==> src/rtl/proc_pkg.sv <==
// Shared fetch front-end types: the queued (PC, IR) entry, the NOP filler
// and the prefetch FSM states.
package proc_pkg;

  localparam logic [31:0] NOOP_INST = 32'h0000_0013;

  typedef struct packed {
    logic [31:0] pc;
    logic [31:0] ir;
  } fetch_entry_t;

  typedef enum logic {PF_FETCH, PF_DRAIN} pf_state_t;

endpackage

==> src/rtl/sync_fifo.sv <==
// Single-clock FIFO with occupancy count and synchronous flush; DEPTH must
// be a power of two so the pointers wrap naturally.
module sync_fifo #(
  parameter int WIDTH = 32,
  parameter int DEPTH = 4
) (
  input  logic                     clk,
  input  logic                     rst,
  input  logic                     flush,
  input  logic                     push,
  input  logic [WIDTH-1:0]         wdata,
  input  logic                     pop,
  output logic [WIDTH-1:0]         rdata,
  output logic                     full,
  output logic                     empty,
  output logic [$clog2(DEPTH):0]   count
);

  localparam int AW = $clog2(DEPTH);

  logic [WIDTH-1:0] mem [DEPTH];
  logic [AW-1:0]    wr_ptr;
  logic [AW-1:0]    rd_ptr;
  logic             do_push;
  logic             do_pop;

  assign empty   = (count == '0);
  assign full    = (count == (AW+1)'(DEPTH));
  assign do_pop  = pop & ~empty;
  // A push into a full FIFO is accepted when the head leaves in the same cycle.
  assign do_push = push & (~full | do_pop);
  assign rdata   = mem[rd_ptr];

  always_ff @(posedge clk or negedge rst) begin
    if (!rst) begin
      wr_ptr <= '0;
      rd_ptr <= '0;
      count  <= '0;
    end else if (flush) begin
      wr_ptr <= '0;
      rd_ptr <= '0;
      count  <= '0;
    end else begin
      if (do_push) wr_ptr <= wr_ptr + 1'b1;
      if (do_pop)  rd_ptr <= rd_ptr + 1'b1;
      count <= count + (AW+1)'(do_push) - (AW+1)'(do_pop);
    end
  end

  always_ff @(posedge clk) begin
    if (do_push) mem[wr_ptr] <= wdata;
  end

endmodule

==> src/rtl/if_prefetch_buffer.sv <==
// Instruction prefetch queue between instruction memory and the IF stage.
// Optional `IF_PREFETCH_PERF_EN adds flush and starvation counters.
module if_prefetch_buffer
  import proc_pkg::*;
#(
  parameter int          DEPTH     = 4,
  parameter int          MAX_OUTST = 2,
  parameter logic [31:0] RESET_PC  = 32'h0
) (
  input  logic        clk,
  input  logic        rst,
  input  logic        redirect_valid,
  input  logic [31:0] redirect_pc,
  output logic        imem_req_valid,
  output logic [31:0] imem_req_addr,
  input  logic        imem_req_ready,
  input  logic        imem_rsp_valid,
  input  logic [31:0] imem_rsp_data,
  output logic        inst_valid,
  input  logic        inst_ready,
  output logic [31:0] inst_pc,
  output logic [31:0] inst_npc,
  output logic [31:0] inst_ir
`ifdef IF_PREFETCH_PERF_EN
  ,
  output logic [31:0] perf_flush_cnt,
  output logic [31:0] perf_empty_cnt
`endif
);

  localparam int CW = $clog2(DEPTH) + 1;

  pf_state_t    state, state_next;
  logic [31:0]  fetch_pc, fetch_pc_next;
  logic [CW-1:0] outstanding, outstanding_next;
  logic [CW-1:0] drop_cnt, drop_cnt_next;
  logic [CW-1:0] pending;
  logic [CW-1:0] entry_count, pc_count;
  logic         entry_full, entry_empty, pc_full, pc_empty;
  logic [31:0]  rsp_pc;
  fetch_entry_t head, tail;
  logic         fire, rsp_keep, pop_head;

  assign tail = '{pc: rsp_pc, ir: imem_rsp_data};

  sync_fifo #(.WIDTH($bits(fetch_entry_t)), .DEPTH(DEPTH)) u_entry_fifo (
    .clk(clk), .rst(rst), .flush(redirect_valid),
    .push(rsp_keep), .wdata(tail), .pop(pop_head), .rdata(head),
    .full(entry_full), .empty(entry_empty), .count(entry_count)
  );

  // Addresses of requests still owed a response, in issue order.
  sync_fifo #(.WIDTH(32), .DEPTH(DEPTH)) u_pc_fifo (
    .clk(clk), .rst(rst), .flush(redirect_valid),
    .push(fire), .wdata(fetch_pc), .pop(rsp_keep), .rdata(rsp_pc),
    .full(pc_full), .empty(pc_empty), .count(pc_count)
  );

  always_ff @(posedge clk or negedge rst) begin
    if (!rst) begin
      state       <= PF_FETCH;
      fetch_pc    <= RESET_PC;
      outstanding <= '0;
      drop_cnt    <= '0;
    end else begin
      state       <= state_next;
      fetch_pc    <= fetch_pc_next;
      outstanding <= outstanding_next;
      drop_cnt    <= drop_cnt_next;
    end
  end

  // Redirect overrides issue, response capture and pop in the same cycle.
  always_comb begin
    imem_req_valid   = rst && (state == PF_FETCH) && !redirect_valid
                       && (({1'b0, entry_count} + {1'b0, outstanding}) < (CW+1)'(DEPTH))
                       && (outstanding < CW'(MAX_OUTST));
    imem_req_addr    = fetch_pc;
    fire             = imem_req_valid && imem_req_ready;
    rsp_keep         = imem_rsp_valid && !redirect_valid && (drop_cnt == '0)
                       && (outstanding != '0);
    inst_valid       = !entry_empty && !redirect_valid;
    pop_head         = inst_valid && inst_ready;
    inst_pc          = inst_valid ? head.pc : 32'h0;
    inst_npc         = inst_pc + 32'd4;
    inst_ir          = inst_valid ? head.ir : NOOP_INST;
    state_next       = state;
    fetch_pc_next    = fetch_pc;
    outstanding_next = outstanding;
    drop_cnt_next    = drop_cnt;
    pending          = drop_cnt + outstanding;

    if (redirect_valid) begin
      if (imem_rsp_valid && pending != '0) pending = pending - 1'b1;
      fetch_pc_next    = redirect_pc;
      outstanding_next = '0;
      drop_cnt_next    = pending;
      state_next       = (pending != '0) ? PF_DRAIN : PF_FETCH;
    end else begin
      if (fire) fetch_pc_next = fetch_pc + 32'd4;
      outstanding_next = outstanding + CW'(fire) - CW'(rsp_keep);
      if (imem_rsp_valid && drop_cnt != '0) drop_cnt_next = drop_cnt - 1'b1;
      if (state == PF_DRAIN && drop_cnt_next == '0) state_next = PF_FETCH;
    end
  end

`ifdef IF_PREFETCH_PERF_EN
  always_ff @(posedge clk or negedge rst) begin
    if (!rst) begin
      perf_flush_cnt <= '0;
      perf_empty_cnt <= '0;
    end else begin
      if (redirect_valid && perf_flush_cnt != '1)
        perf_flush_cnt <= perf_flush_cnt + 1'b1;
      if (inst_ready && !inst_valid && !redirect_valid && perf_empty_cnt != '1)
        perf_empty_cnt <= perf_empty_cnt + 1'b1;
    end
  end
`else
  // Default build carries no performance counters.
`endif

  // Stray responses and internal bookkeeping drift are flagged in simulation.
  assert property (@(posedge clk) disable iff (!rst)
    !(imem_rsp_valid && outstanding == '0 && drop_cnt == '0));
  assert property (@(posedge clk) disable iff (!rst) pc_count == outstanding);
  assert property (@(posedge clk) disable iff (!rst) !(fire && pc_full));
  assert property (@(posedge clk) disable iff (!rst) !(rsp_keep && pc_empty));
  assert property (@(posedge clk) disable iff (!rst) !(rsp_keep && entry_full && !pop_head));

endmodule
==> config.mk <==
export PLATFORM = sky130hd
export DESIGN_NAME = if_prefetch_buffer
export DESIGN_NICKNAME = d
export VERILOG_FILES = /design/src/rtl/proc_pkg.sv /design/src/rtl/sync_fifo.sv /design/src/rtl/if_prefetch_buffer.sv
export SDC_FILE = /design/constraint.sdc
export NUM_CORES = 1
export LEC_CHECK = 0
export CELL_PAD_IN_SITES_DETAIL_PLACEMENT = 1
export CELL_PAD_IN_SITES_GLOBAL_PLACEMENT = 2
export CORE_ASPECT_RATIO = 0.6
export CORE_UTILIZATION = 47
export DETAILED_ROUTE_END_ITERATION = 7
export DONT_BUFFER_PORTS = 1
export GPL_TIMING_DRIVEN = 0
export PLACE_DENSITY_LB_ADDON = 0.1
export SLEW_MARGIN = 20
export SYNTH_ARGS = -nofsm -noshare
export SYNTH_HDL_FRONTEND = slang
export SYNTH_SLANG_ARGS = --single-unit
==> constraint.sdc <==
create_clock -name clk -period 4.65 [get_ports clk]
set_input_delay 0.93 -clock clk [delete_from_list [all_inputs] [get_ports clk]]
set_output_delay 0.93 -clock clk [all_outputs]
set_load 0.05 [all_outputs]
* Word level (Yosys, flattened, before mapping)
Memories as Yosys holds them, arrays and structs flattened. Cells that the tools add are included.
Word-level totals: flip-flop bits (word level) 53, latch bits 0, bits in writable memories 384, bits in read-only memories 0, input port bits 70, output and inout bits 130, word-level logic and storage cells 99, memories kept 2
Memory list:
- u_entry_fifo.mem | depth 4, bits a word 64, rd ports 1, clocked after memory_dff 0, write ports 1, RTL line sync_fifo.sv:21 | logic [WIDTH-1:0] mem [DEPTH];
- u_pc_fifo.mem | depth 4, bits a word 32, rd ports 1, clocked after memory_dff 0, write ports 1, RTL line sync_fifo.sv:21
Operators by class: $add $sub $neg 16, $mul 0, divide/modulo/power cells 0, order comparisons 2, equality and inequality tests 2, shifts and indexed selects 0, multiplexer cells 27, bitwise gates (word level) 11, reductions and logical operators 29
Operators by type and width (count):
- two-way mux 32 bit | 4
- adder 32 x 3 -> 32 bit (second input constant) | 2
- two-way mux 3 bit | 8
- two-way mux 2 bit | 8
- logical AND 1 bit | 13
- zero test 3 bit | 4
- nonzero test 2 bit | 6
- nonzero test 3 bit | 4
- adder 3 x 1 -> 3 bit | 3
- subtractor 3 x 1 -> 3 bit | 3
- adder 2 x 1 -> 2 bit (second input constant) | 4
- two-way mux 1 bit | 7
- == test 3 bit (second input constant) | 2
- subtractor 3 x 1 -> 3 bit (second input constant) | 2
- NOT 1 bit | 5
- adder 3 x 3 -> 4 bit | 1
- bitwise AND 1 bit | 4
- less-than comparator 4 x 3 -> 1 bit (second input constant) | 1
- adder 3 bit | 1
- less-than comparator 3 x 2 -> 1 bit (second input constant) | 1
- zero test 1 bit | 2
- OR 1 bit | 2

* Depth between registers and ports, before layout
Gate-level depths: netlist (run 1).
depth after elaboration 10, depth in mapped cells 15, gate-level depth less buffers 13

* By module
A second synthesis (run 1) with hierarchy kept.
Unflattened totals: cell total of the unflattened synthesis 1040, area total of the unflattened synthesis 18356.4 um^2
By module, submodules not included:
- sync_fifo (u_entry_fifo) | times used 1, cells each 381, area an instance 9688.0 um^2, sequential area each 7862.5 um^2
- sync_fifo (u_pc_fifo) | times used 1, cells each 212, area an instance 5106.1 um^2, sequential area each 4018.9 um^2
- if_prefetch_buffer | times used 1, cells each 447, area an instance 3562.2 um^2, sequential area each 975.9 um^2

* Worst setup path before layout (run 1)
Ideal clock, no wire load.
path kind input -> output, from in redirect_valid, to out inst_npc[30], data arrival time 3854 ps, required time 3720 ps, path slack -134 ps, stages on the path 10, buffers on the path 1, cell sequence buf_4 inv_2 nand2_1 nor2_1 ha_1 nand2_1 nor3_4 nand4_2 nor4_2 xor2_1
On the way: longest elaborated chain between the ends 4
Ends and longest elaborated chain:
- start, declared | RTL line if_prefetch_buffer.sv:12 | input logic redirect_valid,
- zero test 1 bit | RTL line if_prefetch_buffer.sv:82 | inst_valid = !entry_empty && !redirect_valid;
- logical AND 1 bit | RTL line if_prefetch_buffer.sv:82
- two-way mux 32 bit | RTL line if_prefetch_buffer.sv:84 | inst_pc = inst_valid ? head.pc : 32'h0;
- named net inst_pc[3] | RTL line if_prefetch_buffer.sv:21 | output logic [31:0] inst_pc,
- adder 32 x 3 -> 32 bit | RTL line if_prefetch_buffer.sv:85 | inst_npc = inst_pc + 32'd4;
- end, declared | RTL line if_prefetch_buffer.sv:22 | output logic [31:0] inst_npc,
The timed path passes the listed nets, and every way through them passes these cells.

* Final worst setup path (run 1)
from reg u_entry_fifo.count[0], to out inst_npc[6]
On the way: longest elaborated chain between the ends 5
Ends and longest elaborated chain:
- start, declared | RTL line sync_fifo.sv:16 | output logic [$clog2(DEPTH):0] count
- start signal, assigned | RTL line sync_fifo.sv:46 | count <= count + (AW+1)'(do_push) - (AW+1)'(do_pop);
- zero test 3 bit | RTL line sync_fifo.sv:27 | assign empty = (count == '0);
- zero test 1 bit | RTL line if_prefetch_buffer.sv:82
- logical AND 1 bit | RTL line if_prefetch_buffer.sv:82
- two-way mux 32 bit | RTL line if_prefetch_buffer.sv:84
- named net inst_pc[2] | RTL line if_prefetch_buffer.sv:21
- adder 32 x 3 -> 32 bit | RTL line if_prefetch_buffer.sv:85
The timed path passes the listed nets, and every way through them passes these cells.

==> results of run 1 <==
-- worst reg2reg max path: stages (launching register included) --
cell                       delay, ps
sky130_fd_sc_hd__dfrtp_1         450
sky130_fd_sc_hd__ha_1            300
sky130_fd_sc_hd__nor4b_1         260
sky130_fd_sc_hd__and3_1          600
sky130_fd_sc_hd__and2_1          220
sky130_fd_sc_hd__buf_4           150
sky130_fd_sc_hd__inv_2           120
sky130_fd_sc_hd__clkbuf_1        280
sky130_fd_sc_hd__ha_1            340
sky130_fd_sc_hd__inv_1            60
sky130_fd_sc_hd__ha_1            130
sky130_fd_sc_hd__inv_1            50
sky130_fd_sc_hd__fa_1            380
sky130_fd_sc_hd__xnor2_1         150
sky130_fd_sc_hd__nor2_1           50
-- layer usage --
layer,share of wire [%],vias to the layer above,GRT usage [%]
li1,-,4282,-
met1,50,5184,36.1
met2,42,276,32.1
met3,5.8,53,4.77
met4,1.8,0,5.35
met5,0,-,0
-- sequential cells by signal, indices dropped and copies added, names as in the netlist, 3 cells and up --
register	count
drop_cnt	3
imem_req_addr	32
outstanding	3
u_entry_fifo.count	3
u_entry_fifo.mem	256
u_pc_fifo.count	3
u_pc_fifo.mem	128
-- cells by family after synthesis --
group / count (synthesis) / share of synthesized area (%)
compound gates: 70 / 2.56
xor+xnor: 46 / 2.19
fa+ha+maj: 28 / 2.07
buf+inv: 93 / 2.36
flops: 437 / 69.9
mux: 106 / 12.5
simple gates: 279 / 8.42
-- synth_stat cells (12+ instances only) --
library cell and count:
sky130_fd_sc_hd__mux4_1 13, sky130_fd_sc_hd__dfrtp_1 53, sky130_fd_sc_hd__and3_1 63, sky130_fd_sc_hd__o21ai_0 30, sky130_fd_sc_hd__nor2_1 45, sky130_fd_sc_hd__and2_1 13, sky130_fd_sc_hd__clkbuf_1 36, sky130_fd_sc_hd__nor3_1 14
sky130_fd_sc_hd__mux4_2 82, sky130_fd_sc_hd__a221o_1 14, sky130_fd_sc_hd__ha_1 24, sky130_fd_sc_hd__edfxtp_1 384, sky130_fd_sc_hd__nand4_1 12, sky130_fd_sc_hd__nand3_1 28, sky130_fd_sc_hd__xnor2_1 23, sky130_fd_sc_hd__nand2_1 58
sky130_fd_sc_hd__xor2_1 23, sky130_fd_sc_hd__inv_1 31
-- cell type report --
cell class                      instances  area (um2)  share of cell area [%]
Clock inverter                         21         249                    1.19
Inverter                               33         131                   0.627
Tap cell                              513         642                    3.06
Buffer                                 60         320                    1.53
Timing Repair Buffer                   13         220                    1.05
Clock buffer                           54        1100                    5.27
Sequential cell                       437       12900                    61.3
Multi-Input combinational cell        529        5440                    25.9
-- power by group through the flow --
stage / registers, mW / clock network, mW / logic [mW]
after global placement: 4.71 / 0 / 1.68
final: 4.63 / 3.39 / 1.77
after detailed placement: 4.71 / 0 / 1.71
after floorplan: 4.65 / 0 / 1.38
after global routing: 4.65 / 3.58 / 1.89
after CTS: 4.63 / 3.47 / 1.77
-- stage by stage --
step	area [um2]	hold WS [ps]
6_report	21000	75.2
5_1_grt	21000	51.4
4_1_cts	20900	43.4
3_5_place_dp	19300	578
3_3_place_gp	19100	576
2_1_floorplan	18400	516
-- what timing repair did --
item / CTS / global route
pin swaps: 6 / 3
resized for setup: 36 / 19
setup endpoints to repair: 22 / 17
hold endpoints to repair: 0 / 0
buffers inserted: 3 / 2
-- final timing paths --
check | slack (ps) | end | start | cells after the start
min in group clk | 470 | drop_cnt[0] | imem_rsp_valid | 1
setup reg to reg | 1000 | outstanding[2] | u_entry_fifo.count[2] | 14
hold reg to reg | 570 | state | state | 2
hold / removal | 80 | drop_cnt[1] | rst | 0
setup / recovery | 120 | inst_npc[6] | u_entry_fifo.count[0] | 8
max in group asynchronous | 4440 | u_entry_fifo.count[1] | rst | 0
==> impl_metrics.py, run 1 <==
metrics = {
    "status": {
        "run_status": "completed",
    },
    "placed_design": {
        "placed_cells": 1580,
        "io_buffer_count": 0,
        "place.detailed.hpwl_um": 30700,
        "place_worst_setup_slack_ps": -516,
        "gp_routability_congestion": 0.781,
    },
    "routing": {
        "drt_pass1_iterations": 4,
        "routed_wire_length_per_instance_um": 26.7,
        "drc_errors": 0,
        "drt.antenna.violating_nets": 0,
        "drt-initial-drc-count": 683,
        "routed_wl_um": 44300,
        "vias": 9795,
        "post_drt_via_cell_ratio": 5.90,
    },
    "floorplanning": {
        "fp.dieArea_um2": 40000,
        "placeableCoreArea_um2": 38100,
        "die-width_um": 257,
        "io-pin-count": 200,
        "row_count": 55,
        "die_h_um": 155,
        "start_util_pct": 48.3,
    },
    "logic_synthesis": {
        "postSynthNetCount": 1157,
        "postSynthCellCount": 1059,
        "ys_dominant_reg_cell": "sky130_fd_sc_hd__edfxtp_1",
        "synth_sequential_area_ratio_pct": 69.9,
        "yosys_warnings": 0,
        "netlist_area_um2": 18400,
        "top_area_cell_type_share_of_the_netlist_area_pct": 62.7,
        "synth_edf_count": 384,
        "synth_area_leader_cell": "sky130_fd_sc_hd__edfxtp_1",
        "synth_area_leaders": "sky130_fd_sc_hd__edfxtp_1 63%, sky130_fd_sc_hd__mux4_2 10%, sky130_fd_sc_hd__dfrtp_1 7.2%, sky130_fd_sc_hd__and3_1 2.1%, sky130_fd_sc_hd__mux4_1 1.9%",
        "avgSynthCellArea_um2": 17.4,
        "ffs_latches_synth": 437,
        "yosysUniqueCellTypes": 51,
        "synth_async_sr_flop_share_pct": 12.1,
    },
    "power_and_ir_drop": {
        "sw_pwr_mw": 2.94,
        "p_int_mw": 6.86,
        "cellPowerDensity_nw_per_um2": 467,
        "max-vdd-ir-drop_mv": 0.246,
        "power_frac_seq_pct": 47.3,
        "power.total_mw": 9.80,
        "switching_share_pct": 30.0,
        "cellLeakagePower_nw": 7.16,
        "power.combinational.fraction_pct": 18.1,
        "clock_power_share_pct": 34.6,
    },
    "flow_run": {
        "timing.max_cap.violations": 0,
    },
    "clock_tree": {
        "worst_skew_pair.late_latency_ps": 550,
        "cts-buffers-inserted": 41,
        "cts_tree": "yes",
        "root_buffer": "sky130_fd_sc_hd__clkbuf_16",
        "clkTransAtPathRegs_ps": 70,
        "max-clock-path-buffers": 3,
        "clock-sinks": 437,
        "htree_num_levels": 2,
        "cts_hold_buf": 0,
    },
    "hold_path": {
        "min_path_type": "in2async",
    },
    "worst_setup_path": {
        "worstSetupStartpointType": "flop",
        "crit_type": "reg2out",
        "cp_data_required_time_ps": 3720,
        "setup.worst_path.end_class": "output pin",
        "critical_path.cell_chain": "or3_4, buf_2, nand3_4, clkinvlp_4, ha_4, buf_4, nand3_1, xor2_1",
        "critical_path_peak_fanout": 10,
        "worst_ep_arrival_time_ps": 3600,
        "slowest_delay_ps": 800,
        "timing.critical_path.max_delay_family": "simple AND/OR/NAND/NOR gates",
        "timing.critical_path.slowest_stage_cell": "sky130_fd_sc_hd__xor2_1",
        "worst-path-buf-inv": 3,
    },
    "final_layout": {
        "area_growth_syn_to_layout_pct": 13.9,
        "share_of_cells_above_drive_strength_1_pct": 21.8,
        "design.final.nets": 1213,
        "mostFrequentLayoutCell": "sky130_fd_sc_hd__edfxtp_1",
        "layoutNonFillerInstCount": 1660,
        "n_fill_cell": 3438,
        "antennaDiodeCount": 0,
        "most-common-layout-cells": "384 x sky130_fd_sc_hd__edfxtp_1, 82 x sky130_fd_sc_hd__mux4_2, 59 x sky130_fd_sc_hd__and3_1",
        "final_core_util_pct": 55.0,
    },
    "sta": {
        "tightest_slew_ps": 1160,
        "postLayoutSetupSlackWorst_ps": 116,
        "slew-limit-headroom_pct": 22.4,
        "final_period_minus_worst_setup_slack_ps": 4530,
        "min_period_over_period_pct": 97.5,
        "clock.fmax_ghz": 0.221,
        "finClkSkew_ps": 22.8,
        "finalHoldViolations": 0,
        "grt_setup_unrepaired": "true",
        "finalMaxSlewViolations": 0,
        "fin_tns_setup_ps": 0,
        "setup_viol": 0,
    },
    "grt": {
        "grt.overflow.total": 0,
        "number_of_antenna_violations_at_the_first_check_in_global_routing": 3,
        "grt_pass1_vias": 10346,
        "groute.usage.overall_pct": 22.7,
        "first_pass_grt_wire_length_um": 67100,
        "grt_start_max_net_pins": 55,
    },
}
(Power assumes the default switching activity.)
==> run 2: changes to the inputs <==
Settings changed: SLEW_MARGIN 20 to default.
==> impl_metrics.py, run 2 (synthesized netlist as in run 1, its figures left out) <==
metrics = {
    "floorplanning": {
        "start_util_pct": 48.3,
        "die_h_um": 155,
        "die-width_um": 257,
        "io-pin-count": 200,
        "fp.dieArea_um2": 40000,
        "row_count": 55,
        "placeableCoreArea_um2": 38100,
    },
    "status": {
        "run_status": "completed",
    },
    "final_layout": {
        "share_of_cells_above_drive_strength_1_pct": 21.4,
        "mostFrequentLayoutCell": "sky130_fd_sc_hd__edfxtp_1",
        "antennaDiodeCount": 0,
        "layoutNonFillerInstCount": 1660,
        "largest_register_ffs": 256,
        "area_growth_syn_to_layout_pct": 14.0,
        "design.final.nets": 1213,
        "largest-register": "u_entry_fifo.mem",
        "final_core_util_pct": 55.0,
        "most-common-layout-cells": "384 x sky130_fd_sc_hd__edfxtp_1, 82 x sky130_fd_sc_hd__mux4_2, 60 x sky130_fd_sc_hd__and3_1",
    },
    "worst_setup_path": {
        "critical_path.cell_chain": "buf_6, buf_12, mux4_2, nand3_4, clkinvlp_4, ha_4, buf_4, nand3_1, xor2_1",
        "worstSetupStartpointType": "flop",
        "timing.critical_path.slowest_stage_cell": "sky130_fd_sc_hd__xor2_1",
        "slowest_delay_ps": 800,
        "cp_data_required_time_ps": 3720,
        "reg2reg_depth": 8,
        "timing.critical_path.max_delay_family": "XOR/XNOR gates",
        "worst_ep_arrival_time_ps": 3610,
        "regToRegEndpoint": "u_pc_fifo.mem[2][9]",
        "critical_path_peak_fanout": 4,
        "worst-r2r-setup-slack_ps": 1010,
        "timing.rr.start": "outstanding[2]",
        "crit_type": "reg2out",
        "setup.worst_path.end_class": "output pin",
        "worst-path-buf-inv": 4,
    },
    "clock_tree": {
        "worst_skew_pair.late_latency_ps": 550,
        "clkTransAtPathRegs_ps": 70,
        "max-clock-path-buffers": 3,
        "cts-buffers-inserted": 41,
        "htree_num_levels": 2,
        "cts_hold_buf": 0,
        "cts_tree": "yes",
        "root_buffer": "sky130_fd_sc_hd__clkbuf_16",
        "clock-sinks": 437,
    },
    "sta": {
        "min_period_over_period_pct": 97.7,
        "finalHoldViolations": 0,
        "finClkSkew_ps": 18.6,
        "setup_viol": 0,
        "whs_ps": 66.2,
        "finalMaxSlewViolations": 0,
        "tightest_slew_ps": 1150,
        "grt_setup_unrepaired": "true",
        "slew-limit-headroom_pct": 22.7,
        "clock.fmax_ghz": 0.220,
        "final_period_minus_worst_setup_slack_ps": 4540,
    },
    "grt": {
        "grt.overflow.total": 0,
        "first_pass_grt_wire_length_um": 66400,
        "grt_pass1_vias": 10199,
        "grt_start_max_net_pins": 56,
        "groute.usage.overall_pct": 22.5,
        "number_of_antenna_violations_at_the_first_check_in_global_routing": 3,
    },
    "placed_design": {
        "placed_cells": 1576,
        "gp_routability_congestion": 0.781,
        "place.detailed.hpwl_um": 30000,
        "io_buffer_count": 0,
    },
    "power_and_ir_drop": {
        "cellLeakagePower_nw": 7.17,
        "cellPowerDensity_nw_per_um2": 470,
        "power.total_mw": 9.86,
        "max-vdd-ir-drop_mv": 0.254,
    },
    "routing": {
        "vias": 9813,
        "drt.antenna.violating_nets": 0,
        "drc_errors": 0,
        "drt_pass1_iterations": 5,
        "drt-initial-drc-count": 856,
        "routed_wl_um": 44300,
        "routed_wire_length_per_instance_um": 26.7,
        "post_drt_via_cell_ratio": 5.91,
    },
    "flow_run": {
        "timing.max_cap.violations": 0,
    },
    "hold_path": {
        "min_path_type": "in2async",
    },
}
## run 2: worst max path at each step
stage | start | end | slack, ps | cells past startpoint
2_1_floorplan | redirect_valid | inst_npc[22] | 20 | 10
3_3_place_gp | redirect_valid | u_entry_fifo.mem[3][4] | -1690 | 7
3_5_place_dp | redirect_valid | inst_npc[30] | -530 | 10
4_1_cts | u_entry_fifo.rd_ptr[0] | inst_npc[26] | -70 | 11
5_1_grt | u_entry_fifo.rd_ptr[0] | inst_npc[16] | -20 | 13
6_report | u_entry_fifo.rd_ptr[0] | inst_npc[6] | 110 | 9
## run 2: area by class of cell
class	count	area [um2]
plain buffers	60	313
fillers	3449	17100
multi-input cells	529	5470
repair buffers	13	178
well taps	513	642
clock inverters	16	229
clock buffers	59	1150
flip-flops and latches	437	12900
inverters	33	131
## run 2: power breakdown
| group | switching (mW) | internal, mW |
|---|---|---|
| registers | 0.268 | 4.36 |
| clock network | 1.44 | 2.02 |
| logic | 1.25 | 0.527 |
## run 2: layer usage
metal  track usage (%)  vias to the layer above  routed length (um)
met5                 0                        -                   0
met4              4.65                        0                 591
met3              4.55                       47                2700
met2              31.5                      286               18800
met1              36.2                     5192               22200
li1                  -                     4288                   -
## run 2: metrics by stage
stage | area, um2 | worst slack (ps) | setup TNS (ps)
after floorplan | 18400 | 21.3 | 0
after global placement | 19100 | -1690 | -428650
after detailed placement | 19200 | -526 | -5720
after CTS | 20900 | -70.5 | -123
after global routing | 21000 | -18.1 | -51.2
final | 21000 | 107 | 0
## run 2: what timing repair did
item,in CTS,in global routing
buffers inserted,5,4
setup endpoints to repair,23,13
pin swaps,6,4
gates resized for setup,39,13
